### src/rtl/sdram_wr_arbiter.sv
// Two-master burst write arbiter for one Avalon-MM SDRAM write port.
// Whole bursts are granted (round-robin or fixed priority) with a one-cycle bubble between owners.
module sdram_wr_arbiter #(
   parameter int DATA_W     = 64,
   parameter int ADDR_W     = 29,
   parameter int BURST_W    = 8,
   parameter int PRIO_FIXED = 0
) (
   input  logic                clk_200,
   input  logic                reset,
   input  logic                m0_write,
   input  logic [ADDR_W-1:0]   m0_address,
   input  logic [DATA_W-1:0]   m0_writedata,
   input  logic [BURST_W-1:0]  m0_burstcount,
   output logic                m0_waitrequest,
   input  logic                m1_write,
   input  logic [ADDR_W-1:0]   m1_address,
   input  logic [DATA_W-1:0]   m1_writedata,
   input  logic [BURST_W-1:0]  m1_burstcount,
   output logic                m1_waitrequest,
   output logic                s_write,
   output logic [ADDR_W-1:0]   s_address,
   output logic [DATA_W-1:0]   s_writedata,
   output logic [BURST_W-1:0]  s_burstcount,
   output logic [DATA_W/8-1:0] s_byteenable,
   input  logic                s_waitrequest,
   output logic [1:0]          grant,
   output logic                busy,
   output logic                err_zero_burst,
   output logic [15:0]         bursts_m0,
   output logic [15:0]         bursts_m1
);

   typedef enum logic {IDLE = 1'b0, BURST = 1'b1} state_t;

   state_t             state;
   logic [BURST_W-1:0] beats_left;
   logic [BURST_W-1:0] burst_len;
   logic               rr_m1;      // set when master 1 wins the next tie
   logic               pick_m0;
   logic [BURST_W-1:0] pick_bc;
   logic               sel_m1;
   logic               accept;

   always_comb begin
      pick_m0 = m0_write && (!m1_write || (PRIO_FIXED != 0) || !rr_m1);
      pick_bc = pick_m0 ? m0_burstcount : m1_burstcount;
   end

   assign busy           = (state == BURST);
   assign sel_m1         = grant[1];
   assign s_write        = busy && (sel_m1 ? m1_write : m0_write);
   assign s_address      = sel_m1 ? m1_address : m0_address;
   assign s_writedata    = sel_m1 ? m1_writedata : m0_writedata;
   assign s_burstcount   = burst_len;
   assign s_byteenable   = '1;
   assign m0_waitrequest = (busy && grant[0]) ? s_waitrequest : 1'b1;
   assign m1_waitrequest = (busy && grant[1]) ? s_waitrequest : 1'b1;
   assign accept         = s_write && !s_waitrequest;

   always_ff @(posedge clk_200) begin
      if (reset) begin
         state          <= IDLE;
         grant          <= 2'b00;
         beats_left     <= '0;
         burst_len      <= '0;
         rr_m1          <= 1'b0;
         err_zero_burst <= 1'b0;
         bursts_m0      <= '0;
         bursts_m1      <= '0;
      end else begin
         case (state)
            IDLE: begin
               if (m0_write || m1_write) begin
                  grant <= pick_m0 ? 2'b01 : 2'b10;
                  // A zero-length burst is carried out as a single beat and flagged.
                  if (pick_bc == '0) begin
                     beats_left     <= BURST_W'(1);
                     burst_len      <= BURST_W'(1);
                     err_zero_burst <= 1'b1;
                  end else begin
                     beats_left <= pick_bc;
                     burst_len  <= pick_bc;
                  end
                  state <= BURST;
               end
            end
            BURST: begin
               if (accept) begin
                  if (beats_left == BURST_W'(1)) begin
                     if (grant[0] && bursts_m0 != 16'hFFFF) bursts_m0 <= bursts_m0 + 16'd1;
                     if (grant[1] && bursts_m1 != 16'hFFFF) bursts_m1 <= bursts_m1 + 16'd1;
                     rr_m1 <= grant[0];
                     grant <= 2'b00;
                     state <= IDLE;
                  end else begin
                     beats_left <= beats_left - BURST_W'(1);
                  end
               end
            end
            default: state <= IDLE;
         endcase
      end
   end

endmodule

### config.mk
export PLATFORM = sky130hd
export DESIGN_NAME = sdram_wr_arbiter
export DESIGN_NICKNAME = d
export VERILOG_FILES = /design/src/rtl/sdram_wr_arbiter.sv
export SDC_FILE = /design/constraint.sdc
export NUM_CORES = 1
export LEC_CHECK = 0
export ABC_AREA = 1
export BUFFER_PORTS_ARGS = -buffer_cell sky130_fd_sc_hd__buf_4
export CORE_AREA = 2 2 139 141
export CTS_CLUSTER_SIZE = 24
export DETAILED_ROUTE_END_ITERATION = 10
export DIE_AREA = 0 0 141 143
export SETUP_SLACK_MARGIN = 0.05
export SYNTH_ARGS = -nofsm -noshare
export SYNTH_HDL_FRONTEND = slang
export SYNTH_SLANG_ARGS = --single-unit
### constraint.sdc
create_clock -name clk_200 -period 4.3 [get_ports clk_200]
set_clock_uncertainty 0.1 [all_clocks]
set_input_delay 0.215 -clock clk_200 [delete_from_list [all_inputs] [get_ports clk_200]]
set_output_delay 0.215 -clock clk_200 [all_outputs]
set_load 0.05 [all_outputs]
# Word-level counts from Yosys, hierarchy flattened

Index checks and enable logic that the tools add are counted.

Mux-type cells: 20
Equal/unequal tests: 7
Shift-type cells: 0
Reductions and logical operators: 20
Order comparisons: 0
Add/subtract/negate cells: 3
Multipliers: 0
Bitwise logic cells: 1
Divide/modulo/power cells: 0

Operators by type and width:

| kind                    | number |
|---|---|
| $mux W64                | 1 |
| $mux W8                 | 5 |
| $add A16 B1 Y16 const B | 2 |
| $ne A16 B16 Y1 const B  | 2 |
| $mux W29                | 1 |
| $pmux W8 S2             | 1 |
| $reduce_and A3 Y1       | 4 |
| $eq A8 B1 Y1 const B    | 1 |
| $logic_not A8 Y1        | 1 |
| $mux W2                 | 4 |
| $reduce_and A4 Y1       | 2 |
| $sub A8 B1 Y8 const B   | 1 |
| $logic_and A1 B1 Y1     | 7 |
| $mux W1                 | 6 |
| $ne A2 B1 Y1 const B    | 2 |
| $ne A2 B2 Y1 const B    | 2 |
| $pmux W2 S2             | 1 |
| $logic_not A1 Y1        | 3 |
| $logic_or A1 B1 Y1      | 2 |
| $pmux W1 S2             | 1 |
| $reduce_and A2 Y1       | 1 |
| $not A1 Y1              | 1 |

Bits in read-only memories: 0
Latch bits: 0
Bits in writable memories: 0
Bits in registers: 53
Word-level logic and storage cells: 59
Memories kept: 0
Input port bits: 207
Output and inout port bits: 148

# Longest topological paths before layout

Depth after elaboration: 8
Gate-level depth with buffers: 11
Mapped depth without buffers: 10

# Least setup slack after synthesis

No wires, ideal clock.

Kind: reg-to-reg
From: register grant[1]
To: register bursts_m1[13]
Clock period less this slack: 2134 ps
Stages on the path, launching flop included: 10
Arrival: 1906 ps
Library setup time: 128 ps
Required time: 4072 ps
Path slack: 2166 ps
Path buffers: 2
Cells stage by stage: dfxtp_1 > buf_6 > nor2_1 > nor2_4 > nand2_4 > nor2_4 > buf_6 > nand4_1 > nand2_1 > nor2_1

Longest elaborated chain between the ends: 4
Elaborated cells between the ends (all ways): 5
Those cells by class: mux: 1; reduce/logical: 4

RTL lines:

| item                        | RTL line | text |
|---|---|---|
| start: declaration          | 27       | `output logic [1:0] grant,` |
| start signal: assignment    | 75       | `grant <= pick_m0 ? 2'b01 : 2'b10;` |
| $mux W1                     | 52       | `assign s_write = busy && (sel_m1 ? m1_write : m0_write);` |
| $logic_and A1 B1 Y1         | 52       |  |
| named net s_write           | 21       | `output logic s_write,` |
| $logic_and A1 B1 Y1         | 59       | `assign accept = s_write && !s_waitrequest;` |
| $reduce_and A4 Y1 (no line) | --       |  |
| end signal: assignment      | 92       | `if (grant[1] && bursts_m1 != 16'hFFFF) bursts_m1 <= bursts_m1 + 16'd1;` |
| end: declaration            | 31       | `output logic [15:0] bursts_m1` |

The timed path passes the listed nets, and every way through them passes these cells.
A chain may end at the register's enable or synchronous reset.

# Final worst setup path

From: register grant[1]
To: register bursts_m0[11]

Longest elaborated chain between the ends: 4

RTL lines:

| item                        | RTL line | text |
|---|---|---|
| $mux W1                     | 52       |  |
| $logic_and A1 B1 Y1         | 52       |  |
| $logic_and A1 B1 Y1         | 59       |  |
| $reduce_and A4 Y1 (no line) | --       |  |
| end signal: assignment      | 91       | `if (grant[0] && bursts_m0 != 16'hFFFF) bursts_m0 <= bursts_m0 + 16'd1;` |
| end: declaration            | 30       | `output logic [15:0] bursts_m0,` |

Every way passes these cells.

==> impl_results.md <==
- Fraction of post-synthesis cell area in the top cell type by area: 34.5%
- Worst setup margin: 1.69 ns
- IO Port Bufs: 346
- Clk root buf: clkbuf_16
- Post-route cell area: 7230 µm²
- Nets: 1331
- TritonCTS clock tree: built
- Vias in the first global route: 5699
- Worst EP required: 4.43 ns
- Clk buf depth: 2
- Initial antenna violation count: 0
- Initial Utilization: 23.6%
- Most frequent cell after synthesis: nand2_1
- Register area share after synthesis: 24.2%
- R2R Setup Slk: 1.69 ns
- Initial DRC count: 428
- GP Congestion: 0.973
- Post-CTS Setup Bufs: 0
- Routed Antenna Nets: 0
- FFs w/ async S/R, synth: 0%
- Area after DPL: 7100 µm²
- DP Wirelength: 18100 µm
- CP max FO: 98
- Slew @ Worst Pin: 1.02 ns
- Yosys reg bits: 53
- Grt ovf: 0
- Startpoint types: flip-flop
- Fin crit share: 60.8%
- Die extent in y: 143 µm
- Die footprint: 20200 µm²
- Worst skew pair latency: 0.30 ns
- Netlist cell types: 31
- Setup CP Type: reg -> reg
- Setup crit start: grant[1]
- Critical Path Sink Type: flip-flop
- EDFF count, synth: 0
- # diodes: 0
- First-pass iteration count of the detailed router: 5
- CTS H-tree depth: 2
- Total GRT Usage: 20.5%
- Clock sinks: 53
- Commonest cells post-synth: nand2_1 (403), nor2_1 (63), dfxtp_1 (53)
- Post-synth top flop: dfxtp_1
- DR WL met2: 10400 µm
- Setup tns final: 0 ns
- Cts bufs inserted: 5
- DP Worst Slack: 1.66 ns
- DR top layer: met4
- Fin. Hold Viols: 0
- Max Clk Rate: 383 MHz
- Total wire length: 21800 µm
- Min-delay worst type: in -> reg
- Area leader, netlist: nand2_1
- Syn Inst Count: 801
- Number of I/O pins: 355
- Area delta synth->final: 65.1%
- M1 wire length: 9240 µm
- Final min period: 2.61 ns
- Largest net degree at the start of global routing: 99
- Final Max Tran Viols: 0
- Finish-stage setup viols: 0
- Status: completed
- Yosys Warn Count: 0
- Critical path data arrival time: 2.74 ns
- Unrepaired setup endpoints after global routing: false
- Clk pin slew, worst setup/hold paths: 0.07 ns
- First-pass GRT wire length: 32400 µm
- Reg-to-reg startpoint: grant[1]
- Routed wl met3: 1940 µm
- LEAKAGE: 3.77 nW
- Core Area: 18600 µm²
- Worst VDD drop: 0.130 mV
- Final routed DRC violation total: 0
- Worst hold margin: 0.239 ns
- Chip width: 141 µm
- PwrDens: 272 nW/µm²
- Cts repair resizes: 0
- Post-DR wirelength/cell: 16.1 µm
- Share of layout cells above drive strength 1: 34.0%
- Hold buffer count at CTS: 0
- Hold_sp: reset
- Ranking of synthesized cells by area: nand2_1 (35%), dfxtp_1 (24%), nand3_1 (5.7%)
- Number of core rows: 50
- Cell area after synthesis: 4380 µm²
- Slew HR: 32.2%
- Vias: 6122
- Max Cap Violations: 0
- Filler cells: 2085
- Syn_area_per_cell: 5.47 µm²
- DR vias/cell: 4.52
[report_power, final]
part           leakage (nW)  switching, mW  total [mW]  internal (mW)
registers             0.432         0.0179       0.529          0.511
logic                  3.27          0.702        1.04          0.336
clock network        0.0706          0.189       0.403          0.215
total                  3.77          0.909        1.97           1.06
[sequential cells by signal, summed over array words and instances, names as in the netlist]
signal,flops
grant,2
bursts_m1,16
bursts_m0,16
s_burstcount,8
err_zero_burst,1
beats_left,8
busy,1
rr_m1,1
[layout by cell type (no fill, tap or decap), drive strengths merged]
cell type  Yosys  final
a21oi         43     43
buf           17    348
clkbuf        26      6
clkinv         2      5
conb           1      8
dfxtp         53     53
ha             4      4
inv           51     50
nand2        407    407
nand3         52     52
nand3b         7      7
nand4          7      7
nor2          69     69
nor3          10     10
o21a           1      1
o21ai         31     31
xnor2         12     12
xor2           8      8
[worst max-delay path, stage by stage (launching register included)]
cell	delay (ns)
dfxtp_4	0.35
buf_4	0.69
nor2_1	0.24
nor2_4	0.20
nand2_4	0.11
nor3_4	0.55
nand3_1	0.15
a21oi_1	0.15
[cell families after synthesis]
kind of cell / Yosys count / share of synthesized area (%)
adders and majority gates: 4 / 1.14
DFF: 53 / 24.2
AOI/OAI and AO/OA: 75 / 8.88
buffers and inverters: 96 / 9.65
and+or+nand+nor: 552 / 52.0
xor gates and xnor gates: 20 / 4.00
other: 1 / 0.0856
[stage by stage]
stage | util [%] | power, mW | cells
after detailed placement | 38.2 | 1.58 | 1347
after floorplan | - | 1.18 | 808
final | 38.9 | 1.97 | 1355
after global routing | 38.9 | 2.06 | 1355
after global placement | 38.2 | 1.58 | 1347
after CTS | 38.9 | 1.98 | 1355
[layout make-up]
type | instances | area [µm²] | share of cell area (%)
clock inverter | 2 | 10.0 | 0.138
sequential | 53 | 1060 | 14.7
multi-input combinational | 659 | 2930 | 40.4
clock buffer | 6 | 129 | 1.78
timing repair buffer | 348 | 2610 | 36.1
inverter | 53 | 200 | 2.77
tap | 234 | 293 | 4.05
[path summary, 6_finish.rpt]
| path | to | cells past startpoint |
|---|---|---|
| worst min register to register | err_zero_burst | 1 |
| worst min-delay path | bursts_m1[12] | 2 |
| worst max register to register | bursts_m0[11] | 7 |
| worst max-delay path | bursts_m0[11] | 7 |
[routing by layer]
metal / global-route usage [%] / vias up
li1: - / 3123
met1: 26.2 / 2781
met2: 33.9 / 204
met3: 7.11 / 14
met4: 3.84 / 0
met5: 0 / -
(Power assumes the default switching activity.)
